--- src/rtl/cdb_pkg.sv ---
// Shared definitions for the common data bus arbiter: source IDs, the
// "no dependency" tag and the result-entry layout carried on the CDB.
package cdb_pkg;

  localparam int RoB_WIDTH = 8;

  // Tag value meaning "operand does not wait on any RoB entry".
  localparam logic [8:0] NON_DEP = 9'b100000000;

  // Producer identifiers, also driven on CDB_src.
  localparam logic SRC_RS  = 1'b0;
  localparam logic SRC_LSB = 1'b1;

  // One buffered result, as broadcast on the CDB.
  typedef struct packed {
    logic [RoB_WIDTH-1:0] RoB_index;
    logic [31:0]          value;
  } result_entry_t;

endpackage

--- src/rtl/cdb_result_fifo.sv ---
// result_fifo: small per-producer result queue feeding the CDB arbiter.
// The head is read combinationally so an entry pushed at one edge can be
// popped into the CDB registers at the very next edge.
module result_fifo
  import cdb_pkg::*;
#(
  parameter int DEPTH = 4,
  parameter int DW    = 40
) (
  input  logic          Sys_clk,
  input  logic          Sys_rst,
  input  logic          flush,
  input  logic          push,
  input  logic [DW-1:0] din,
  input  logic          pop,
  output logic [DW-1:0] head,
  output logic          full,
  output logic          empty
);

  localparam int PW = $clog2(DEPTH);

  logic [DW-1:0] mem [DEPTH];
  logic [PW-1:0] wr_ptr_reg;
  logic [PW-1:0] rd_ptr_reg;
  logic [PW:0]   count_reg;
  logic          push_ok;
  logic          pop_ok;

  // Full/empty come from the registered count only, so a pop in the same
  // cycle does not open room for a push.
  assign full    = (count_reg == (PW+1)'(DEPTH));
  assign empty   = (count_reg == '0);
  assign push_ok = push & ~full & ~flush;
  assign pop_ok  = pop & ~empty & ~flush;
  assign head    = mem[rd_ptr_reg];

  // Storage write; contents need no reset because the count guards them.
  always_ff @(posedge Sys_clk) begin
    if (push_ok) mem[wr_ptr_reg] <= din;
  end

  // Pointer and occupancy tracking; pointers wrap naturally at DEPTH.
  always_ff @(posedge Sys_clk or posedge Sys_rst) begin
    if (Sys_rst) begin
      wr_ptr_reg <= '0;
      rd_ptr_reg <= '0;
      count_reg  <= '0;
    end else if (flush) begin
      wr_ptr_reg <= '0;
      rd_ptr_reg <= '0;
      count_reg  <= '0;
    end else begin
      if (push_ok) wr_ptr_reg <= wr_ptr_reg + PW'(1);
      if (pop_ok)  rd_ptr_reg <= rd_ptr_reg + PW'(1);
      case ({push_ok, pop_ok})
        2'b10:   count_reg <= count_reg + (PW+1)'(1);
        2'b01:   count_reg <= count_reg - (PW+1)'(1);
        default: count_reg <= count_reg;
      endcase
    end
  end

  // Flag a producer that pushed while full; that result is lost.
  always_ff @(posedge Sys_clk) begin
    if (!Sys_rst) begin
      assert (!(push && full))
        else $warning("result_fifo: push dropped while full");
    end
  end

endmodule

--- src/rtl/cdb_arbiter.sv ---
// cdb_arbiter: shares one CDB between the RS (ALU) and LSB result producers.
// Each producer owns a result_fifo; one head entry per enabled cycle is
// moved into the CDB output registers.
// Build option: CDB_ARB_FIXED_PRIO_EN -- when defined the LSB wins every
// tie; otherwise ties alternate round-robin on the last granted source.
module cdb_arbiter
  import cdb_pkg::*;
#(
  parameter int RoB_WIDTH  = 8,
  parameter int FIFO_DEPTH = 4
) (
  input  logic                 Sys_clk,
  input  logic                 Sys_rst,
  input  logic                 Sys_rdy,
  input  logic                 RoBCA_flush,
  input  logic                 RSCA_en,
  input  logic [RoB_WIDTH-1:0] RSCA_RoB_index,
  input  logic [31:0]          RSCA_value,
  output logic                 CARS_full,
  input  logic                 LSBCA_en,
  input  logic [RoB_WIDTH-1:0] LSBCA_RoB_index,
  input  logic [31:0]          LSBCA_value,
  output logic                 CALSB_full,
  output logic                 CDB_en,
  output logic [RoB_WIDTH-1:0] CDB_RoB_index,
  output logic [31:0]          CDB_value,
  output logic                 CDB_src
);

  localparam int EW = RoB_WIDTH + 32;

  logic [1:0]    src_en;
  logic [EW-1:0] din_vec  [2];
  logic [EW-1:0] head_vec [2];
  logic [1:0]    push_vec;
  logic [1:0]    pop_vec;
  logic [1:0]    full_vec;
  logic [1:0]    empty_vec;
  logic          pop_any;
  logic          grant_lsb;
  logic [EW-1:0] grant_entry;

  assign src_en[SRC_RS]   = RSCA_en;
  assign src_en[SRC_LSB]  = LSBCA_en;
  assign din_vec[SRC_RS]  = {RSCA_RoB_index, RSCA_value};
  assign din_vec[SRC_LSB] = {LSBCA_RoB_index, LSBCA_value};

  genvar gi;
  generate
    for (gi = 0; gi < 2; gi++) begin : g_src
      // Pushes only land while the pipeline is enabled and not flushing.
      assign push_vec[gi] = src_en[gi] & Sys_rdy & ~RoBCA_flush;

      result_fifo #(
        .DEPTH (FIFO_DEPTH),
        .DW    (EW)
      ) u_fifo (
        .Sys_clk (Sys_clk),
        .Sys_rst (Sys_rst),
        .flush   (RoBCA_flush),
        .push    (push_vec[gi]),
        .din     (din_vec[gi]),
        .pop     (pop_vec[gi]),
        .head    (head_vec[gi]),
        .full    (full_vec[gi]),
        .empty   (empty_vec[gi])
      );
    end
  endgenerate

  assign CARS_full  = full_vec[SRC_RS];
  assign CALSB_full = full_vec[SRC_LSB];

`ifdef CDB_ARB_FIXED_PRIO_EN
  // Loads are latency-critical: the LSB wins whenever it has a result.
  assign grant_lsb = ~empty_vec[SRC_LSB];
`else
  logic last_grant_reg;

  // LSB wins if it is the only source, or on a tie when RS went last.
  assign grant_lsb = ~empty_vec[SRC_LSB] &
                     (empty_vec[SRC_RS] | (last_grant_reg == SRC_RS));

  // Remember the winner of each pop; reset/flush favour RS on the next tie.
  always_ff @(posedge Sys_clk or posedge Sys_rst) begin
    if (Sys_rst) begin
      last_grant_reg <= SRC_LSB;
    end else if (RoBCA_flush) begin
      last_grant_reg <= SRC_LSB;
    end else if (pop_any) begin
      last_grant_reg <= grant_lsb;
    end
  end
`endif

  assign pop_any          = Sys_rdy & ~RoBCA_flush & ~(&empty_vec);
  assign pop_vec[SRC_RS]  = pop_any & ~grant_lsb;
  assign pop_vec[SRC_LSB] = pop_any & grant_lsb;
  assign grant_entry      = grant_lsb ? head_vec[SRC_LSB] : head_vec[SRC_RS];

  // CDB broadcast registers; payload holds its last value when idle.
  always_ff @(posedge Sys_clk or posedge Sys_rst) begin
    if (Sys_rst) begin
      CDB_en        <= 1'b0;
      CDB_RoB_index <= '0;
      CDB_value     <= '0;
      CDB_src       <= SRC_RS;
    end else if (RoBCA_flush) begin
      CDB_en <= 1'b0;
    end else if (Sys_rdy) begin
      CDB_en <= pop_any;
      if (pop_any) begin
        CDB_RoB_index <= grant_entry[EW-1:32];
        CDB_value     <= grant_entry[31:0];
        CDB_src       <= grant_lsb;
      end
    end
  end

endmodule

--- config.mk ---
export PLATFORM = sky130hd
export DESIGN_NAME = cdb_arbiter
export DESIGN_NICKNAME = d
export VERILOG_FILES = /design/src/rtl/cdb_pkg.sv /design/src/rtl/cdb_result_fifo.sv /design/src/rtl/cdb_arbiter.sv
export SDC_FILE = /design/constraint.sdc
export NUM_CORES = 1
export LEC_CHECK = 0
export ABC_AREA = 1
export BUFFER_PORTS_ARGS = -buffer_cell sky130_fd_sc_hd__buf_2
export CAP_MARGIN = 20
export CORE_UTILIZATION = 59
export CTS_CLUSTER_SIZE = 25
export DETAILED_ROUTE_END_ITERATION = 8
export PLACE_DENSITY_LB_ADDON = 0.08
export SLEW_MARGIN = 10
export SYNTH_ARGS = -nofsm -noshare
export SYNTH_HDL_FRONTEND = slang
export SYNTH_SLANG_ARGS = --single-unit
--- constraint.sdc ---
create_clock -name Sys_clk -period 4 [get_ports Sys_clk]
set_clock_uncertainty 0.2 [all_clocks]
set_input_delay 0.2 -clock Sys_clk [delete_from_list [all_inputs] [get_ports Sys_clk]]
set_output_delay 0.2 -clock Sys_clk [all_outputs]
set_load 0.01 [all_outputs]
-- Word level (Yosys, flattened, before mapping)
Memory sizes are Yosys's and may differ from the RTL's.
Index checks and enable logic that the tools add are counted.
- memories: 2
- bits of input ports: 86
- register bits: 57
- RAM bits: 320
- logic and storage cells: 86
- $add $sub $neg: 8
- multiplexer cells: 21
- eq/ne operators: 6
- reduce and logical (&&, ||, !) cells: 12
- bitwise logic cells: 26
- memories (name ; depth ; width ; rd ports ; clocked after memory_dff ; write ports ; line ; source):
    g_src[0].u_fifo.mem ; 4 ; 40 ; 1 ; 0 ; 1 ; cdb_result_fifo.sv:23 ; logic [DW-1:0] mem [DEPTH];
    g_src[1].u_fifo.mem ; 4 ; 40 ; 1 ; 0 ; 1 ; cdb_result_fifo.sv:23 ;
- operator list (cell ; number):
    40-bit two-way mux ; 1
    1-bit bitwise AND ; 17
    2-bit two-way mux ; 8
    3-bit one-hot mux with 2 select lines ; 2
    2-bit nonzero test ; 6
    2-bit by 1-bit adder with 2-bit output, second input constant ; 4
    1-bit two-way mux ; 8
    1-bit NOT ; 8
    3-bit by 1-bit adder with 3-bit output, second input constant ; 2
    3-bit == test, second input constant ; 2
    3-bit zero test ; 2
    3-bit two-way mux ; 2
    3-bit nonzero test ; 2
    3-bit by 1-bit subtractor with 3-bit output, second input constant ; 2
    2-bit by 1-bit == test with 1-bit output, second input constant ; 2
    2-bit == test, second input constant ; 2
    3-bit AND reduction ; 1
    2-bit AND reduction ; 1
    1-bit OR ; 1

-- Depth between registers and ports, before layout
Gate-level depths: netlist of run 1.
- word-level depth: 10
- gate-level depth with buffers: 13
- depth with buffers taken out: 13

-- By module
From an unflattened synthesis of run 1, not the netlist that was laid out.
- cell total of the unflattened synthesis: 1160
- area total of the unflattened synthesis: 14879.3 µm²
- modules (own cells, without submodules) (module ; times used ; cells an instance ; area each (µm²)):
    result_fifo ; 2 ; 453 ; 6382.4
    cdb_arbiter ; 1 ; 254 ; 2114.5

-- Least setup slack after synthesis of run 1
No wires, ideal clock.
- path type: reg2reg
- start: register g_src[1].u_fifo.count_reg[0]
- end: memory g_src[1].u_fifo.mem[0][0], enable pin
- clock period less this slack: 3049 ps
- path slack: 951 ps
- setup time: 437 ps
- arrival: 2412 ps
- stages on the path, launching flop included: 5
- cells stage by stage: dfrtp_1 nor2_1 nand2_1 nand3_4 nor2_1
- cells in the longest elaborated chain, start to end: 6
- ends and longest elaborated chain (what ; line ; source):
    start: declaration ; cdb_result_fifo.sv:26 ; logic [PW:0] count_reg;
    start signal: assignment ; cdb_result_fifo.sv:57 ; 2'b10: count_reg <= count_reg + (PW+1)'(1);
    start signal: assignment ; cdb_result_fifo.sv:58 ; 2'b01: count_reg <= count_reg - (PW+1)'(1);
    start signal: assignment ; cdb_result_fifo.sv:59 ; default: count_reg <= count_reg;
    3-bit == test ; cdb_result_fifo.sv:32 ; assign full = (count_reg == (PW+1)'(DEPTH));
    1-bit NOT ; cdb_result_fifo.sv:34 ; assign push_ok = push & ~full & ~flush;
    1-bit bitwise AND (2 in series) ; cdb_result_fifo.sv:34 ;
    1-bit two-way mux ; cdb_result_fifo.sv:40 ; if (push_ok) mem[wr_ptr_reg] <= din;
    1-bit two-way mux (not written as such) ; cdb_result_fifo.sv:40 ;
    end: declaration ; cdb_result_fifo.sv:23 ;
Every way passes these cells.

-- Worst setup path in the final report of run 1
- start: register g_src[1].u_fifo.count_reg[0]
- end: register CDB_RoB_index[7]
- cells in the longest elaborated chain, start to end: 5
- elaborated cells on any way between the ends: 8
- classes of those cells: mux (1); bitwise (4); reduce/logical (3)
- ends and longest elaborated chain (what ; line ; source):
    3-bit zero test * ; cdb_result_fifo.sv:33 ; assign empty = (count_reg == '0);
    2-bit AND reduction ; cdb_arbiter.sv:96 ; assign pop_any = Sys_rdy & ~RoBCA_flush & ~(&empty_vec);
    1-bit NOT ; cdb_arbiter.sv:96 ;
    1-bit bitwise AND ; cdb_arbiter.sv:96 ;
    3-bit AND reduction (no source line) ; n/a ;
    end signal: assignment ; cdb_arbiter.sv:113 ; CDB_RoB_index <= grant_entry[EW-1:32];
    end: declaration ; cdb_arbiter.sv:25 ; output logic [RoB_WIDTH-1:0] CDB_RoB_index,
Every way passes the cells marked *; elsewhere a longest branch is shown, timed or not.
A chain may end at the register's enable or synchronous reset.

==> results.sh, run 1 <==
export IMPL_status="finished, final reports clean"
export IMPL_fin_ws_ns=1.55
export IMPL_synth_distinct_cells=32
export IMPL_largest_reg_flops=320
export IMPL_p_per_area_mw_per_mm2=591
export IMPL_dpl_cell_area_mm2=0.0157
export IMPL_maxSlewViolCount=0
export IMPL_cts_resized=0
export IMPL_syn_area_mm2=0.0147
export IMPL_seq_area_frac_synth=0.750
export IMPL_syn_nets=1260
export IMPL_hold_viol=0
export IMPL_syn_to_final_growth_pct=21.1
export IMPL_coreArea_mm2=0.0244
export IMPL_finalPower_mw=10.5
export IMPL_grt_usage=0.281
export IMPL_die_area_mm2=0.0256
export IMPL_rsz0062_at_grt="false"
export IMPL_dp_cells=1580
export IMPL_arrival_ns=2.69
export IMPL_hold_slack_ns=0.0246
export IMPL_final_area_mm2=0.0178
export IMPL_maxCapViolations=0
export IMPL_top_register="g_src.u_fifo.mem"
export IMPL_cts_setup_buffers=0
export IMPL_cts_num_sinks=377
export IMPL_path_clk_slew_ns=0.06
export IMPL_ios=130
export IMPL_ant_nets=0
export IMPL_gp_congestion=0.805
export IMPL_fin_crit_ns=2.45
export IMPL_postSynthAreaPerCell_um2=12.6
export IMPL_worstSetupPathType="flop to flop"
export IMPL_multiInputGateArea_mm2=0.00330
export IMPL_drcViolationCount=0
export IMPL_fillCellCount=1634
export IMPL_synthCells=1164
export IMPL_regArea_mm2=0.0110
export IMPL_slew_headroom=0.301
export IMPL_mostFrequentLayoutCell="edfxtp_1"
export IMPL_die_h_um=160
export IMPL_start_kind="flop"
export IMPL_antenna_found_initial=2
export IMPL_grt_pass1_vias=9767
export IMPL_tritoncts="built"
export IMPL_dp_slack_ns=1.56
export IMPL_utilization=0.731
export IMPL_drive_gt1_frac=0.172
export IMPL_grt_pass1_wl_um=54200
export IMPL_cts_max_level=2
export IMPL_rows=57
export IMPL_worstPathRequired_ns=4.23
export IMPL_viasPerCell=5.65
export IMPL_worst_slew_pin_slew_ns=1.05
export IMPL_overflow=0
export IMPL_final_cell_mix="320 x edfxtp_1, 256 x nand2_1, 132 x o21ai_0"
export IMPL_clk_root_buffer_cell="clkbuf_16"
export IMPL_first_pass_iters=5
export IMPL_route_vias_total=9799
export IMPL_top_regs="g_src.u_fifo.mem: 320 flops, CDB_value: 32 flops, CDB_RoB_index: 8 flops"
export IMPL_numCtsBuffers=38
export IMPL_finalCritPeriodShare=0.613
export IMPL_setup_tns_ns=0
export IMPL_p_leak_nw=6.76
export IMPL_critPathCaptureType="flop"
export IMPL_drt_iter0_drc=970
export IMPL_timing_fmax_mhz=408
export IMPL_layout_nets=1476
export IMPL_clock_latency_ns=0.52
export IMPL_fin_cells=1734
export IMPL_holdCritPathClass="input pin to flop"
export IMPL_die_width_um=160
export IMPL_setup_viol=0
export IMPL_wl_per_cell_um=20.2
export IMPL_cts_hold_buf=84
export IMPL_wl_um=35000
export IMPL_io_buffers=129
export IMPL_crit_path_max_fanout=29
export IMPL_ys_ff_latch=377
export IMPL_initial_core_util=0.604
export IMPL_max_clock_path_buffers=3
export IMPL_ir_drop_v=0.000462
export IMPL_grt_max_degree=82
export IMPL_hpwl_um=20900
export IMPL_yosysWarnings=0
[kinds of logic after synthesis]
logic type / after synthesis / synth area share
buffers and inverters: 99 / 0.0301
adders and majority gates: 10 / 0.00952
AOI/OAI and AO/OA: 252 / 0.0905
and+or+nand+nor: 423 / 0.118
xor gates and xnor gates: 3 / 0.00179
DFF: 377 / 0.750
[worst max-delay path, stage by stage (launching register included)]
cell     delay, ns
dfrtp_1       0.43
nor2_1        0.18
nand2_2       0.12
inv_1         0.07
nand2_1       0.08
nand2_1       0.56
buf_4         0.51
nand2_1       0.10
nand3_1       0.11
[per-layer routing]
metal | GRT usage | vias up | wire [um]
met5 | 0 | - | 0
met4 | 0.119 | 0 | 1230
met3 | 0.0473 | 76 | 2300
met2 | 0.464 | 397 | 17300
met1 | 0.371 | 4760 | 14100
li1 | - | 4566 | -
[synthesized netlist by cell type]
cell,number,area (um2)
a21oi_1,66,330
a21oi_2,2,17.5
buf_1,3,11.3
buf_2,21,105
buf_4,1,7.51
buf_6,3,33.8
bufinv_8,1,17.5
clkbuf_1,35,131
clkinv_1,1,3.75
dfrtp_1,56,1400
dfstp_2,1,26.3
edfxtp_1,320,9610
fa_1,2,40.0
ha_1,8,100
inv_1,27,101
inv_2,5,18.8
inv_4,2,12.5
nand2_1,256,961
nand2_2,2,12.5
nand3_1,43,215
nand3_2,2,20.0
nand3_4,3,52.6
nand4_1,3,18.8
nor2_1,111,417
nor2_8,2,40.0
nor3_1,1,5.00
o21ai_0,132,661
o21ai_1,3,15.0
o21ai_2,1,8.76
o22ai_1,48,300
xnor2_1,1,8.76
xor2_1,2,17.5
[layout make-up]
class | instances | share of cell area
Sequential cell | 377 | 0.619
Multi-Input combinational cell | 688 | 0.185
Timing Repair Buffer | 239 | 0.0943
Clock buffer | 52 | 0.0586
Tap cell | 324 | 0.0227
Clock inverter | 17 | 0.0109
Inverter | 36 | 0.00870
Antenna cell | 1 | 0.000140
[power by group]
part	total [mW]	switching, mW	internal (mW)
sequential	4.81	0.233	4.58
combinational	2.20	1.48	0.728
clock	3.52	1.43	2.10
total	10.5	3.13	7.41
[worst paths after layout]
check	start	end	slack [ns]	depth (start not counted)
setup / recovery	g_src[1].u_fifo.count_reg[0]	CDB_RoB_index[7]	1.55	8
max in group asynchronous	Sys_rst	g_src[1].u_fifo.rd_ptr_reg[0]	2.60	4
setup reg to reg	g_src[1].u_fifo.count_reg[0]	CDB_RoB_index[7]	1.55	8
hold / removal	RSCA_en	g_src[0].u_fifo.wr_ptr_reg[1]	0.02	4
hold reg to reg	last_grant_reg	last_grant_reg	0.30	2
min in group asynchronous	Sys_rst	g_src[1].u_fifo.count_reg[1]	0.21	3
Note: power is estimated with default switching activity, not from simulation.
==> run 2: changes to the inputs <==
- clock period: 4 -> 2.34 ns (I/O delays scaled with it)
==> run 2 against run 1 <==
Net effect: routed wire length down 8.1%; maximum frequency rose by 12%; setup slack worse by 1.4 ns; total power up 69%; utilization up 0.84 points; clock-buffer cell count fell by 3; non-clock buffer count is 9 higher; critical path depth rose by 5; highest routed layer unchanged.
==> results.sh, run 2 (same netlist as run 1, synthesis figures left out) <==
export IMPL_ant_nets=0
export IMPL_final_cell_mix="320 x edfxtp_1, 255 x nand2_1, 132 x o21ai_0"
export IMPL_hold_viol=0
export IMPL_fin_crit_ns=2.18
export IMPL_grt_pass1_vias=9520
export IMPL_worstPathRequired_ns=2.54
export IMPL_start_kind="flop"
export IMPL_max_clock_path_buffers=3
export IMPL_grt_pass1_wl_um=51100
export IMPL_p_per_area_mw_per_mm2=986
export IMPL_numCtsBuffers=37
export IMPL_cts_num_sinks=377
export IMPL_clk_root_buffer_cell="clkbuf_16"
export IMPL_die_width_um=160
export IMPL_critPathSlowestCell="dfrtp_1"
export IMPL_gp_congestion=0.838
export IMPL_finalCritPeriodShare=0.933
export IMPL_mostFrequentLayoutCell="edfxtp_1"
export IMPL_critPathCaptureType="flop"
export IMPL_wl_um=32100
export IMPL_cts_max_level=2
export IMPL_largest_reg_flops=320
export IMPL_maxCapViolations=0
export IMPL_rsz0062_at_grt="false"
export IMPL_setup_viol=0
export IMPL_slew_headroom=0.604
export IMPL_path_clk_slew_ns=0.06
export IMPL_drt_iter0_drc=832
export IMPL_hpwl_um=19100
export IMPL_first_pass_iters=5
export IMPL_setup_tns_ns=0
export IMPL_status="finished, final reports clean"
export IMPL_rows=57
export IMPL_clock_latency_ns=0.51
export IMPL_drive_gt1_frac=0.178
export IMPL_ios=130
export IMPL_dpl_cell_area_mm2=0.0160
export IMPL_layout_nets=1484
export IMPL_drcViolationCount=0
export IMPL_route_vias_total=9706
export IMPL_p_leak_nw=6.83
export IMPL_top_register="g_src.u_fifo.mem"
export IMPL_grt_max_degree=59
export IMPL_holdCritPathClass="input pin to asynchronous set/reset pin"
export IMPL_crit_path_max_fanout=4
export IMPL_ir_drop_v=0.000975
export IMPL_viasPerCell=5.59
export IMPL_die_area_mm2=0.0256
export IMPL_die_h_um=160
export IMPL_tritoncts="built"
export IMPL_r2r_slack_ns=0.16
export IMPL_grt_usage=0.261
export IMPL_critical_path_max_stage_delay_ns=0.43
export IMPL_cts_setup_buffers=0
export IMPL_initial_core_util=0.604
export IMPL_cp_common_cell="nand2_1"
export IMPL_io_buffers=129
export IMPL_diodes=0
export IMPL_finalPower_mw=17.8
export IMPL_final_area_mm2=0.0180
export IMPL_maxSlewViolCount=0
export IMPL_overflow=0
export IMPL_syn_to_final_growth_pct=22.5
export IMPL_path_cells="nor2_2 -> nand2_1 -> nand2_1 -> nand2_1 -> nand3_2 -> inv_1 -> fa_1 -> xnor2_1 -> inv_1 -> nand2_1 -> nand2_1 -> nand2_1 -> nand2_1"
export IMPL_coreArea_mm2=0.0244
export IMPL_worst_slew_pin_slew_ns=0.593
export IMPL_worstSetupPathType="flop to flop"
export IMPL_antenna_found_initial=0
export IMPL_wl_per_cell_um=18.5
export IMPL_arrival_ns=2.38
export IMPL_timing_fmax_mhz=458
export IMPL_top_regs="g_src.u_fifo.mem: 320 flops, CDB_value: 32 flops, CDB_RoB_index: 8 flops"
[run 2: final timing paths]
path	startpoint	to	depth (start not counted)
max in group asynchronous	Sys_rst	CDB_value[29]	4
worst max register to register	g_src[0].u_fifo.count_reg[0]	g_src[0].u_fifo.count_reg[2]	13
min in group Sys_clk	RSCA_value[27]	g_src[0].u_fifo.mem[2][27]	2
worst min-delay path	Sys_rst	g_src[0].u_fifo.wr_ptr_reg[1]	3
worst min register to register	last_grant_reg	last_grant_reg	2
worst max-delay path	g_src[0].u_fifo.count_reg[0]	g_src[0].u_fifo.count_reg[2]	13
[run 2: where the power goes]
part / switching, mW / internal [mW] / total, mW
Combinational: 2.52 / 1.40 / 3.92
Clock: 2.32 / 3.36 / 5.69
Sequential: 0.336 / 7.83 / 8.17
[run 2: layout make-up]
class / count / area [um2]
flip-flops and latches: 377 / 11000
well taps: 324 / 405
clock buffers: 49 / 1010
fillers: 1605 / 6360
inverters: 36 / 154
repair buffers: 248 / 1960
multi-input cells: 688 / 3310
clock inverters: 13 / 146
[run 2: per-stage QoR]
stage          setup WS [ns]  std cells   util  hold slack (ns)
2_1_floorplan        -0.0586       1164      -         -0.00962
3_3_place_gp           0.186       1588  0.657           0.0177
3_5_place_dp           0.143       1588  0.657           0.0307
4_1_cts                0.135       1735  0.739           0.0417
5_1_grt               0.0163       1735  0.739           0.0880
6_report               0.156       1735  0.739           0.0251
[run 2: layer usage]
layer	global-route usage	up-vias	share of wire
li1	-	4575	-
met1	0.359	4723	0.42
met2	0.434	352	0.49
met3	0.0395	56	0.064
met4	0.0844	0	0.022
met5	0	-	0
[run 2: what timing repair did]
| item | in CTS | in global routing |
|---|---|---|
| endpoints found under the setup margin | 0 | 1 |
| endpoints found under the hold margin | 392 | 0 |
| resized for setup | 0 | 2 |
| hold buffers | 85 | 0 |
[run 2: worst max-delay path: cells and delay by family, from the launching register on]
kind | cells | cell delay, ns
flip-flops | 1 | 0.43
AND/OR/NAND/NOR | 9 | 0.75
buffers and inverters | 2 | 0.12
XOR/XNOR | 1 | 0.20
adder cells (fa/ha/maj) | 1 | 0.37
